===== src/rtl/fib_pkg.sv =====
// Shared types and constants for the Fibonacci generator / seed-recovery pair.
package fib_pkg;

    localparam int unsigned FIB_W = 6;

    typedef enum logic [1:0] {
        IDLE  = 2'd0,
        GOT1  = 2'd1,
        TRACK = 2'd2,
        ERROR = 2'd3
    } fib_state_t;

endpackage


===== src/rtl/fib_step_check.sv =====
// Combinational Fibonacci step: sum = p0 + p1 (mod 2^W), hit when x equals that sum.
import fib_pkg::*;

module fib_step_check #(
    parameter int unsigned W = FIB_W
) (
    input  logic [W-1:0] p0,
    input  logic [W-1:0] p1,
    input  logic [W-1:0] x,
    output logic [W-1:0] sum,
    output logic         hit
);

    assign sum = p0 + p1;
    assign hit = (x == sum);

endmodule


===== src/rtl/fib_seed_recover.sv =====
// Recovers Fibonacci seeds from the first two stream terms, then checks the recurrence.
// Optional FIB_RESYNC_EN: on mismatch, pulse err and resynchronise instead of locking in ERROR.
import fib_pkg::*;

module fib_seed_recover #(
    parameter int unsigned W  = FIB_W,
    parameter int unsigned CW = 8
) (
    input  logic          clk,
    input  logic          rst,
    input  logic          clr,
    input  logic          in_valid,
    output logic          in_ready,
    input  logic [W-1:0]  in_data,
    output logic          seed_valid,
    output logic [W-1:0]  f0_out,
    output logic [W-1:0]  f1_out,
    output logic [CW-1:0] match_cnt,
    output logic          err
);

    fib_state_t    state_q, state_d;
    logic [W-1:0]  p0_q, p0_d;
    logic [W-1:0]  p1_q, p1_d;
    logic [W-1:0]  f0_q, f0_d;
    logic [W-1:0]  f1_q, f1_d;
    logic          seed_valid_q, seed_valid_d;
    logic [CW-1:0] match_cnt_q, match_cnt_d;
    logic          err_q, err_d;

    logic [W-1:0]  sum;
    logic          hit;
    logic [W-1:0]  diff;
    logic          accept;

    fib_step_check #(.W(W)) u_step (
        .p0  (p0_q),
        .p1  (p1_q),
        .x   (in_data),
        .sum (sum),
        .hit (hit)
    );

    assign in_ready = (state_q != ERROR);
    assign accept   = in_valid & in_ready;
    assign diff     = in_data - p0_q;

    always_comb begin
        state_d      = state_q;
        p0_d         = p0_q;
        p1_d         = p1_q;
        f0_d         = f0_q;
        f1_d         = f1_q;
        seed_valid_d = seed_valid_q;
        match_cnt_d  = match_cnt_q;
`ifdef FIB_RESYNC_EN
        err_d        = 1'b0;
`else
        err_d        = err_q;
`endif
        if (clr) begin
            state_d      = IDLE;
            p0_d         = '0;
            p1_d         = '0;
            f0_d         = '0;
            f1_d         = '0;
            seed_valid_d = 1'b0;
            match_cnt_d  = '0;
            err_d        = 1'b0;
        end else if (accept) begin
            case (state_q)
                IDLE: begin
                    p0_d    = in_data;
                    state_d = GOT1;
                end
                GOT1: begin
                    // x = f0 + 2*f1 and p0 = f0 + f1, so f1 = x - p0 and f0 = p0 - f1
                    p1_d         = in_data;
                    f1_d         = diff;
                    f0_d         = p0_q - diff;
                    seed_valid_d = 1'b1;
                    state_d      = TRACK;
                end
                TRACK: begin
                    if (hit) begin
                        p0_d = p1_q;
                        p1_d = in_data;
                        if (match_cnt_q != '1)
                            match_cnt_d = match_cnt_q + CW'(1);
                    end else begin
                        err_d = 1'b1;
`ifdef FIB_RESYNC_EN
                        p0_d         = in_data;
                        seed_valid_d = 1'b0;
                        state_d      = GOT1;
`else
                        state_d      = ERROR;
`endif
                    end
                end
                default: ;
            endcase
        end
    end

    always_ff @(posedge clk or posedge rst) begin
        if (rst) begin
            state_q      <= IDLE;
            p0_q         <= '0;
            p1_q         <= '0;
            f0_q         <= '0;
            f1_q         <= '0;
            seed_valid_q <= 1'b0;
            match_cnt_q  <= '0;
            err_q        <= 1'b0;
        end else begin
            state_q      <= state_d;
            p0_q         <= p0_d;
            p1_q         <= p1_d;
            f0_q         <= f0_d;
            f1_q         <= f1_d;
            seed_valid_q <= seed_valid_d;
            match_cnt_q  <= match_cnt_d;
            err_q        <= err_d;
        end
    end

    assign seed_valid = seed_valid_q;
    assign f0_out     = f0_q;
    assign f1_out     = f1_q;
    assign match_cnt  = match_cnt_q;
    assign err        = err_q;

endmodule


===== config.mk =====
export PLATFORM = sky130hd
export DESIGN_NAME = fib_seed_recover
export DESIGN_NICKNAME = d
export VERILOG_FILES = /design/src/rtl/fib_pkg.sv /design/src/rtl/fib_step_check.sv /design/src/rtl/fib_seed_recover.sv
export SDC_FILE = /design/constraint.sdc
export NUM_CORES = 1
export LEC_CHECK = 0
export CAP_MARGIN = 30
export CORE_ASPECT_RATIO = 0.7
export CORE_MARGIN = 5
export CORE_UTILIZATION = 50
export CTS_CLUSTER_DIAMETER = 50
export CTS_CLUSTER_SIZE = 24
export DETAILED_ROUTE_END_ITERATION = 8
export GPL_ROUTABILITY_DRIVEN = 1
export PLACE_DENSITY = 0.87
export SLEW_MARGIN = 20
export SYNTH_ARGS = -nofsm -noshare
export SYNTH_HDL_FRONTEND = slang
export SYNTH_HIERARCHICAL = 1
export SYNTH_SLANG_ARGS = --single-unit

===== constraint.sdc =====
create_clock -name clk -period 2.95 [get_ports clk]
set_clock_uncertainty 0.2 [all_clocks]
set_input_delay 0.59 -clock clk [delete_from_list [all_inputs] [get_ports clk]]
set_output_delay 0.59 -clock clk [all_outputs]
set_load 0.01 [all_outputs]

==> flow_metrics.tcl <==
set metrics [dict create \
    synth-warning-count 6 \
    port_buffers 32 \
    htreeDepth 2 \
    syn_inst 265 \
    final_common_cell "buf_4" \
    hold_viol 0 \
    fp.dieH_um 68.3 \
    crit_arrival_ns 3.25 \
    syn_nets 298 \
    hold_path_class "flip-flop to flip-flop" \
    gr-usage-met1_pct 26.4 \
    num_vias 2258 \
    p_leak_nw 1.62 \
    status "complete, but fails checks" \
    critPathMaxStageDelay_ns 0.37 \
    place_hpwl_um 4460 \
    final_layout_size_suffix_gt1_share_pct 31.0 \
    grt_pass1_wl_um 10200 \
    violations "setup timing" \
    min_from "f1_out[2]" \
    wl_per_cell_um 16.5 \
    grt_pass1_vias 2221 \
    final-setup-viol-count 23 \
    io_pins 33 \
    drv_slew 0 \
    track_usage_pct 20.8 \
    crit_family "simple AND/OR/NAND/NOR gates" \
    max_freq_ghz 0.311 \
    clk_path_buf_depth 2 \
    tightestPinTransition_ns 0.652 \
    grt_overflow 0 \
    fin_crit_ns 3.22 \
    post_drt_via_cell_ratio 5.41 \
    antenna_found_initial 0 \
    grtUsageMet3_pct 4.07 \
    drtIter0Drc 100 \
    path_max_fanout 4 \
    cp-end-kind "flip-flop" \
    area_delta_synth_final_pct 49.3 \
    crit_path_cell_trace "ha_2 > inv_2 > fa_2 > nand2b_4 > a21oi_2 > xor2_1 > xor2_1 > nor4b_2 > buf_4 > and4b_1 > o2111ai_4 > or3_1 > a21oi_1" \
    crit_buf_inv 2 \
    use_met2_pct 35.3 \
    power_density_nw_per_um2 784 \
    max-cap-violations 0 \
    num_rows 21 \
    stdcell_count 417 \
    cp-start-kind "flip-flop" \
    final_cell_mix "buf_4 (47), dfrtp_1 (36), clkdlybuf4s50_1 (28), nand2_1 (21), inv_1 (21)" \
    syn_area_um2 2430 \
    final_antenna_net_count 0 \
    max_slew_margin_pct 56.5 \
    setup_tns_ns -4.26 \
    synth_area_per_cell_um2 9.17 \
    dp_cells 403 \
    drt_pass1_iterations 5 \
    reg2reg_from "p1_q[0]" \
    wirelength_um 6870 \
    die_w_um 93.3 \
    busiest_layer "met2" \
    clkLatencyLatePin_ns 0.30 \
    floorplan.initialDensity_pct 51.1 \
    finalCritPeriodShare_pct 109 \
    rsz0062_at_grt "true" \
    n_antenna_cell 0 \
    place_congestion 0.912 \
    cts_root_buffer "clkbuf_8" \
    setup_ws_ns -0.266 \
    die-area_um2 6380 \
    final_util_pct 76.3 \
    critical_path_class "flip-flop to flip-flop" \
    cts.sinks 36 \
    grt_max_degree 37 \
    finish.net_count 380 \
    drc 0 \
    core_area_um2 4760 \
    cpMostUsedCell "xor2_1" \
    numCtsBuffers 5 \
    hold_buffers 0 \
    ir_worst_vdd_mv 0.457 \
    slowest_stage "dfrtp_1" \
    worstPathRequired_ns 2.99 \
    path_clk_slew_ns 0.08 \
    cts_tree "done" \
    cp-startpoint "p1_q[0]" \
]
[worst reg2reg max path, cell delays in order, from the launching register on]
cell and delay, ns:
dfrtp_1 0.37, ha_2 0.20, inv_2 0.04, fa_2 0.33, nand2b_4 0.15, a21oi_2 0.14, xor2_1 0.25, xor2_1 0.12
nor4b_2 0.30, buf_4 0.18, and4b_1 0.24, o2111ai_4 0.14, or3_1 0.33, a21oi_1 0.14
[area by class of cell]
class	count	area (µm²)
flip-flops and latches	36	901
clock buffers	6	82.6
repair buffers	85	746
clock inverters	2	15.0
fillers	310	1130
multi-input cells	194	1690
inverters	25	106
well taps	69	86.3
[final timing paths]
path / endpoint / slack (ns) / depth (start not counted)
max: match_cnt[3] / -0.27 / 13
min: f1_out[2] / 0.28 / 2
max reg2reg: match_cnt[3] / -0.27 / 13
min reg2reg: f1_out[2] / 0.28 / 2
max in group asynchronous: p1_q[5] / 1.73 / 3
min in group asynchronous: seed_valid / 0.49 / 3
[metrics by stage]
stage | power [W] | cell area (µm²) | hold slack [ns] | worst slack (ns)
2_1_floorplan | 0.00160 | 2480 | 0.274 | -0.0771
3_3_place_gp | 0.00213 | 3200 | 0.260 | -0.757
3_5_place_dp | 0.00220 | 3200 | 0.266 | -0.885
4_1_cts | 0.00265 | 3380 | 0.284 | -0.156
5_1_grt | 0.00305 | 3630 | 0.320 | -0.353
6_report | 0.00285 | 3630 | 0.276 | -0.266
[flip-flops by register name, summed over array words and instances, names as in the netlist]
register / cells
p1_q: 6
f0_out: 6
err: 1
p0_q: 6
state_q: 2
match_cnt: 8
f1_out: 6
seed_valid: 1
[timing repair]
item,4_1_cts,5_1_grt
gates resized for setup,22,41
setup endpoints to repair,22,24
pin swaps,8,25
buffers inserted,2,4
hold endpoints to repair,0,0
[where the power goes]
part | total [W] | switching [W] | internal [W]
clock | 0.000387 | 0.000198 | 0.000189
combinational | 0.00172 | 0.000829 | 0.000888
sequential | 0.000742 | 0.000126 | 0.000616
total | 0.00285 | 0.00115 | 0.00169
[routing by layer]
layer | routed length, µm | vias up
met2 | 3320 | 51
met3 | 321 | 18
met5 | 0 | -
li1 | - | 1103
met1 | 2980 | 1086
met4 | 239 | 0
Note: power is estimated with default switching activity, not from simulation.
